### src/rtl/arb_pkg.sv
// Shared types and constants for the round-robin lock arbiter.
package arb_pkg;

  typedef enum logic {
    ARB_IDLE = 1'b0,
    ARB_BUSY = 1'b1
  } arb_state_e;

  localparam int unsigned ARB_HOLD_W = 8;

  // Index width for an N-entry vector; never less than one bit.
  function automatic int unsigned idx_w(input int unsigned n);
    return (n > 1) ? $clog2(n) : 1;
  endfunction

endpackage

### src/rtl/arb_rr_pick.sv
// Rotating-priority picker: the first set bit of (req & ~excl), scanning from ptr upward mod N.
module arb_rr_pick
  import arb_pkg::*;
#(
  parameter int unsigned N  = 4,
  parameter int unsigned IW = idx_w(N)
) (
  input  logic [N-1:0]  req_i,
  input  logic [IW-1:0] ptr_i,
  input  logic [N-1:0]  excl_i,
  output logic          found_o,
  output logic [IW-1:0] idx_o
);

  logic [N-1:0]   masked;
  logic [2*N-1:0] dbl;
  logic [N-1:0]   rot;
  logic [IW-1:0]  off;
  logic [IW:0]    sum;

  assign masked = req_i & ~excl_i;
  assign dbl    = {masked, masked};
  assign rot    = N'(dbl >> ptr_i);

  // Lowest set bit of the rotated vector is the offset from ptr.
  always_comb begin
    found_o = 1'b0;
    off     = '0;
    for (int i = N - 1; i >= 0; i--) begin
      if (rot[i]) begin
        found_o = 1'b1;
        off     = IW'(i);
      end
    end
    sum = (IW + 1)'(ptr_i) + (IW + 1)'(off);
    if (sum >= (IW + 1)'(N)) begin
      sum = sum - (IW + 1)'(N);
    end
    idx_o = IW'(sum);
  end

endmodule

### src/rtl/rr_lock_arbiter.sv
// N-way round-robin arbiter with grant locking and zero-gap hand-off.
// Define ARB_TIMEOUT_EN to force a hand-off after MAX_HOLD cycles when others are waiting.
module rr_lock_arbiter
  import arb_pkg::*;
#(
  parameter int unsigned N        = 4,
  parameter int unsigned MAX_HOLD = 8
) (
  input  logic                 clk,
  input  logic                 rst,
  input  logic [N-1:0]         req,
  output logic [N-1:0]         gnt,
  output logic                 gnt_valid,
  output logic [idx_w(N)-1:0]  gnt_id
);

  localparam int unsigned IW = idx_w(N);

  arb_state_e    state_q, state_d;
  logic [IW-1:0] ptr_q, ptr_d;
  logic [IW-1:0] id_q, id_d;
  logic [N-1:0]  gnt_q, gnt_d;
  logic          valid_q, valid_d;
  logic          rel;
  logic          found;
  logic [IW-1:0] win;

`ifdef ARB_TIMEOUT_EN
  localparam logic [ARB_HOLD_W-1:0] HOLD_SAT  = ARB_HOLD_W'(MAX_HOLD);
  localparam logic [ARB_HOLD_W-1:0] HOLD_LAST = ARB_HOLD_W'(MAX_HOLD - 1);

  logic [ARB_HOLD_W-1:0] hold_q, hold_d;
`else
  // Without the timeout the hold limit has no effect; grants last while req is held.
  if (MAX_HOLD == 0) begin : g_unused_max_hold
  end
`endif

  // The current grant doubles as the exclusion mask: zero in IDLE, owner one-hot in BUSY.
  arb_rr_pick #(
    .N  (N),
    .IW (IW)
  ) u_pick (
    .req_i   (req),
    .ptr_i   (ptr_q),
    .excl_i  (gnt_q),
    .found_o (found),
    .idx_o   (win)
  );

  always_comb begin
    state_d = state_q;
    ptr_d   = ptr_q;
    id_d    = id_q;
    gnt_d   = gnt_q;
    valid_d = valid_q;
    rel     = 1'b0;
`ifdef ARB_TIMEOUT_EN
    hold_d  = hold_q;
`endif

    if (state_q == ARB_IDLE) begin
      rel = 1'b1;
    end else if (!req[id_q]) begin
      rel = 1'b1;
`ifdef ARB_TIMEOUT_EN
    end else if ((hold_q >= HOLD_LAST) && (|(req & ~gnt_q))) begin
      rel = 1'b1;
`endif
    end

    if (rel) begin
      if (found) begin
        state_d = ARB_BUSY;
        gnt_d   = N'(1) << win;
        id_d    = win;
        valid_d = 1'b1;
        ptr_d   = (win == IW'(N - 1)) ? '0 : win + IW'(1);
      end else begin
        state_d = ARB_IDLE;
        gnt_d   = '0;
        id_d    = '0;
        valid_d = 1'b0;
      end
`ifdef ARB_TIMEOUT_EN
      hold_d = '0;
    end else if (hold_q < HOLD_SAT) begin
      hold_d = hold_q + ARB_HOLD_W'(1);
`endif
    end
  end

  always_ff @(posedge clk) begin
    if (rst) begin
      state_q <= ARB_IDLE;
      ptr_q   <= '0;
      id_q    <= '0;
      gnt_q   <= '0;
      valid_q <= 1'b0;
`ifdef ARB_TIMEOUT_EN
      hold_q  <= '0;
`endif
    end else begin
      state_q <= state_d;
      ptr_q   <= ptr_d;
      id_q    <= id_d;
      gnt_q   <= gnt_d;
      valid_q <= valid_d;
`ifdef ARB_TIMEOUT_EN
      hold_q  <= hold_d;
`endif
    end
  end

  assign gnt       = gnt_q;
  assign gnt_valid = valid_q;
  assign gnt_id    = id_q;

endmodule
### config.mk
export PLATFORM = sky130hd
export DESIGN_NAME = rr_lock_arbiter
export DESIGN_NICKNAME = d
export VERILOG_FILES = /design/src/rtl/arb_pkg.sv /design/src/rtl/arb_rr_pick.sv /design/src/rtl/rr_lock_arbiter.sv
export SDC_FILE = /design/constraint.sdc
export NUM_CORES = 1
export LEC_CHECK = 0
export ABC_CLOCK_PERIOD_IN_PS = 3000
export BUFFER_PORTS_ARGS = -buffer_cell sky130_fd_sc_hd__buf_2
export CORE_MARGIN = 2
export CORE_UTILIZATION = 45
export DETAILED_ROUTE_END_ITERATION = 10
export PLACE_DENSITY = 0.66
export SLEW_MARGIN = 25
export SYNTH_ARGS = -nofsm -noshare
export SYNTH_HDL_FRONTEND = slang
export SYNTH_SLANG_ARGS = --single-unit
### constraint.sdc
create_clock -name clk -period 3 [get_ports clk]
set_input_delay 0.3 -clock clk [delete_from_list [all_inputs] [get_ports clk]]
set_output_delay 0.3 -clock clk [all_outputs]
set_load 0.005 [all_outputs]
==> summary.md, run 1 <==
| Metric | Value |
|---|---|
| Initial drt markers | `20` |
| Die width | `45.2 um` |
| Initial antenna violation count | `0` |
| Io pins | `13` |
| Critical-path cell list | `nor3_1 > a311oi_1 > o21ai_0 > ha_1 > xor2_1 > ha_1 > nor2_1 > nand2_1 > a21oi_1` |
| Yosys top cell area share | `0.236` |
| CP max stage delay | `710 ps` |
| Vias in the first global route | `664` |
| Worst-path fanout max | `17` |
| Post-synthesis sequential area ratio | `0.236` |
| CP Buf/Inv Count | `0` |
| Net Sw Frac | `0.457` |
| Synth Area per Inst | `8.49 um2` |
| Fraction of registers with async set/reset | `0` |
| Via count | `708` |
| Hold Vio Cnt, Final | `0` |
| Clk buf depth | `2` |
| Most used cell, CP | `ha_1` |
| Clk pin slew, worst setup/hold paths | `60 ps` |
| Leakage | `0.000327 uW` |
| First-pass GRT wire length | `3.00 mm` |
| Worst EP required | `3190 ps` |
| Clock power share | `0.111` |
| Worst hold path type | `in2reg` |
| TNS Setup | `0 ps` |
| Nets@finish | `111` |
| Max-cap violations | `0` |
| Routed wire length | `1.72 mm` |
| Final Skew | `4.29 ps` |
| Initial core utilization | `0.496` |
| Worst skew pair latency | `260 ps` |
| Worst vdd ir | `459 uV` |
| Syn_nets | `99` |
| Filler cell count in the final layout | `166` |
| CP startpoint kind | `flip-flop` |
| Cell taking the most area after synthesis | `dfxtp_1` |
| Wire per inst | `14.7 um` |
| DRC viols | `0` |
| Layout cells sized above 1 | `0.267` |
| H-tree levels | `1` |
| Hold WS | `339 ps` |
| IO buf count | `12` |
| #FFs+latches synth | `9` |
| Top cell family by delay on the critical path | `flip-flops` |
| GRT Util Overall | `0.202` |
| CP Data Arrival Time | `2510 ps` |
| Final setup fails | `0` |
| Crit path time final | `2320 ps` |
| Status | `finished clean` |
| Dpl hpwl | `1.30 mm` |
| CP max stage cell | `dfxtp_1` |
| Row cnt | `14` |
| Design area | `846 um2` |
| DRT Pass-1 Iters | `4` |
| Area grow syn2layout | `10.6%` |
| DIE AREA | `2040 um2` |
| Cts bufs inserted | `3` |
| Grt total ovfl | `0` |
| Critical Path End Type | `flip-flop` |
| Synth Cell Area | `764 um2` |
| Rel. slew slack | `0.592` |
| Largest net degree at the start of global routing | `18` |
| Worst reg2reg path endpoint | `ptr_q[0]` |
| PD cells | `1010 nW/um2` |
| Worst r2r src | `ptr_q[0]` |
| Number of synthesized flops with an enable pin | `0` |
| Crit path from | `ptr_q[0]` |
| Synth Instances | `90` |
| Routed Antenna Nets | `0` |
| Ranking of synthesized cells by area | `dfxtp_1 24%, a21oi_1 5.2%, ha_1 4.9%` |
| Util after Layout | `0.549` |
| Cts repair resizes | `0` |
| Primary FF master, synth | `dfxtp_1` |
| CTS tree | `built` |
| R2r worst-path depth | `9` |
| Gpl congestion | `0.833` |
| Int Pwr | `464 uW` |
| Hold path depth | `2` |
| Switching power of the nets | `390 uW` |
| Post-DP Area | `820 um2` |
| # Post-CTS Setup Buffers | `0` |
| HP Start | `rst` |
| Final-report max-slew violation count | `0` |
| Total power | `854 uW` |
| Number of distinct library cells after synthesis | `42` |
| Vias/cell | `6.05` |
| YS warnings | `0` |
| Period utilization | `0.773` |
| R2R setup slack | `680 ps` |
| Reg power frac | `0.273` |
| Clk sinks | `9` |
| Comb power frac | `0.616` |
| Hold Path End | `gnt[3]` |
| CORE AREA | `1540 um2` |
| Chip Height | `45.2 um` |
| Clk root buf | `clkbuf_4` |
| Fmax | `0.431 GHz` |
| Antenna cells | `0` |
| Worst Max-Slew Pin Slew | `612 ps` |
| Setup CP Type | `reg2reg` |
| RSZ-0062 raised after global routing | `false` |
| Hold_buf cts | `0` |
==> logic make-up (layout without fill, tap and decap cells) <==
group / Yosys count / count (layout) / share of synthesized area
multiplexers: 3 / 3 / 0.0393
XOR/XNOR: 1 / 1 / 0.0115
buffers and inverters: 5 / 16 / 0.0327
adder cells (fa/ha/maj): 3 / 3 / 0.0491
flip-flops: 9 / 9 / 0.236
AND/OR/NAND/NOR: 39 / 39 / 0.306
AO/OA/AOI/OAI: 30 / 30 / 0.326
==> layout by cell type (no fill, tap or decap), types with 2 or more instances in the layout <==
cell type	count
nand3_1	3
o21ai_0	6
a21oi_1	8
nand2b_1	2
ha_1	3
nor2_1	9
and2b_1	2
nor3_1	4
nand2_1	6
buf_2	12
clkbuf_4	3
a222oi_1	2
mux2i_1	3
o22ai_1	2
nand2b_4	2
dfxtp_1	9
==> cell type report <==
type / instances / area, um2 / area share
flip-flops and latches: 9 / 180 / 0.213
multi-input cells: 76 / 559 / 0.661
clock buffers: 4 / 26.3 / 0.0311
well taps: 16 / 20.0 / 0.0237
repair buffers: 12 / 60.1 / 0.0710
==> sequential cells by signal, summed over array words and instances, names as in the netlist <==
| signal | cells |
|---|---|
| gnt_id | 2 |
| gnt | 4 |
| gnt_valid | 1 |
| ptr_q | 2 |
==> per-layer routing <==
layer	routed length, um	global-route usage	vias up
li1	-	-	367
met3	39	0.0240	4
met2	808	0.329	11
met1	846	0.267	326
met4	21	0.0882	0
met5	0	0	-
==> power by group through the flow <==
stage | combinational (uW) | sequential (uW) | clock [uW]
2_1_floorplan | 441 | 208 | 0
3_3_place_gp | 519 | 236 | 0
3_5_place_dp | 528 | 236 | 0
4_1_cts | 529 | 234 | 98.0
5_1_grt | 590 | 245 | 102
6_report | 526 | 233 | 94.8
==> cells in the mapped netlist (2+ instances only) <==
library cell	count
dfxtp_1	9
nor2_1	9
a21oi_1	8
nand2_1	6
o21ai_0	6
nor3_1	4
ha_1	3
mux2i_1	3
nand3_1	3
a222oi_1	2
and2b_1	2
buf_2	2
nand2b_1	2
nand2b_4	2
o22ai_1	2
==> worst register-to-register path: cells and delay by family, from the launching register on <==
family / cells / cell delay, ps
flops: 1 / 710
xor+xnor: 1 / 190
simple gates: 3 / 300
fa+ha+maj: 2 / 520
compound gates: 3 / 540
==> how the worst max path moves through the flow <==
stage	cells after the start	end	slack, ps
finish	9	ptr_q[0]	680
global route	9	ptr_q[0]	350
CTS	9	ptr_q[0]	670
detailed placement	12	ptr_q[0]	590
global placement	11	ptr_q[0]	640
floorplan	10	ptr_q[0]	820
==> through the flow <==
step / worst slack [ps] / std cells
2_1_floorplan: 822 / 90
3_5_place_dp: 594 / 113
4_1_cts: 671 / 117
3_3_place_gp: 643 / 113
5_1_grt: 346 / 117
6_report: 682 / 117
(Power assumes the default switching activity.)
==> run 2, diff against run 1 <==
Settings changed: ABC_CLOCK_PERIOD_IN_PS 3000 to 2300.
Clock period 3 ns to 2.3 ns, I/O delays scaled along.
==> summary.md, run 2 (same netlist as run 1, synthesis figures left out) <==
| Metric | Value |
|---|---|
| Max-cap violations | `0` |
| # Post-CTS Setup Buffers | `0` |
| GRT Util Overall | `0.203` |
| Routed wire length | `1.85 mm` |
| PD cells | `1320 nW/um2` |
| Vias/cell | `6.38` |
| Crit path time final | `2120 ps` |
| Worst EP required | `2500 ps` |
| Antenna cells | `0` |
| DRT Pass-1 Iters | `4` |
| H-tree levels | `1` |
| Worst-path fanout max | `9` |
| First-pass GRT wire length | `2.97 mm` |
| Wire per inst | `14.9 um` |
| Worst vdd ir | `612 uV` |
| Die width | `45.2 um` |
| Design area | `902 um2` |
| Util after Layout | `0.585` |
| Worst r2r src | `gnt[0]` |
| DP Worst Slack | `58.8 ps` |
| Final Skew | `1.90 ps` |
| Clk buf depth | `2` |
| Grt total ovfl | `0` |
| HP Start | `rst` |
| Worst reg2reg path endpoint | `ptr_q[0]` |
| Routed Antenna Nets | `0` |
| R2R setup slack | `180 ps` |
| Clk root buf | `clkbuf_4` |
| RSZ-0062 raised after global routing | `false` |
| Clk pin slew, worst setup/hold paths | `60 ps` |
| Worst Max-Slew Pin Slew | `432 ps` |
| DIE AREA | `2040 um2` |
| CTS tree | `built` |
| Initial drt markers | `29` |
| Nets@finish | `118` |
| Fin worst setup slack | `184 ps` |
| DRC viols | `0` |
| Gpl congestion | `0.844` |
| Setup CP Type | `reg2reg` |
| Cts bufs inserted | `3` |
| Final setup fails | `0` |
| Vias in the first global route | `659` |
| Most common cell after layout, fill and taps aside | `buf_2` |
| Hold path depth | `2` |
| Period utilization | `0.920` |
| Post-DP Area | `872 um2` |
| Layout cells sized above 1 | `0.324` |
| Via count | `791` |
| Max reg flops | `4` |
| Crit path to | `ptr_q[0]` |
| Initial antenna violation count | `0` |
| Rel. slew slack | `0.710` |
| TNS Setup | `0 ps` |
| Area grow syn2layout | `18.0%` |
| Fmax | `0.472 GHz` |
| Dpl hpwl | `1.42 mm` |
| Status | `finished clean` |
| Clk sinks | `9` |
| Chip Height | `45.2 um` |
| Critical Path End Type | `flip-flop` |
| Final-report max-slew violation count | `0` |
| Commonest non-fill, non-tap cells in the layout | `12 x buf_2, 9 x nor2_1, 9 x dfxtp_1` |
| Leakage | `0.000364 uW` |
| Largest net degree at the start of global routing | `12` |
| R2r worst-path depth | `10` |
| Hold Vio Cnt, Final | `0` |
| CP Data Arrival Time | `2310 ps` |
| Cts repair resizes | `0` |
| Row cnt | `14` |
| Worst skew pair latency | `260 ps` |
| CP startpoint kind | `flip-flop` |
| IO buf count | `12` |
| Io pins | `13` |
| CORE AREA | `1540 um2` |
| Hold_buf cts | `0` |
| Worst hold path type | `in2reg` |
| Initial core utilization | `0.496` |
| Crit path from | `gnt[0]` |
## run 2: through the flow
step,cells,total power [uW],hold slack [ps]
floorplan,90,847,464
global placement,120,1050,470
detailed placement,120,1060,478
CTS,124,1180,265
global route,124,1290,268
finish,124,1190,275
## run 2: critical path: stages, from the launching register on
cell and delay [ps]:
dfxtp_1 380, and2b_4 230, buf_4 170, or2_2 280
o21ai_0 180, o22ai_1 140, xor2_1 160, ha_1 200
nor2_1 110, nand2_1 60, a21oi_1 130
## run 2: worst min-delay path by stage
stage	endpoint	slack [ps]
after detailed placement	gnt[3]	480
after global routing	ptr_q[0]	270
final	ptr_q[1]	270
after global placement	gnt[3]	470
after CTS	ptr_q[1]	270
after floorplan	gnt[3]	460
## run 2: area by class of cell
class,count,area (um2)
well taps,16,20.0
flip-flops and latches,9,180
clock buffers,4,26.3
fillers,142,639
repair buffers,19,113
multi-input cells,76,563
## run 2: power by group
| group | switching [uW] | internal (uW) |
|---|---|---|
| Clock | 57.7 | 67.0 |
| Sequential | 58.4 | 216 |
| Combinational | 420 | 369 |
| Total | 536 | 652 |
## run 2: layer usage
layer	vias up	global-route usage	wire, um
met5	-	0	0
met1	371	0.279	877
li1	384	-	-
met4	0	0.106	32
met2	31	0.309	846
met3	5	0.0240	88
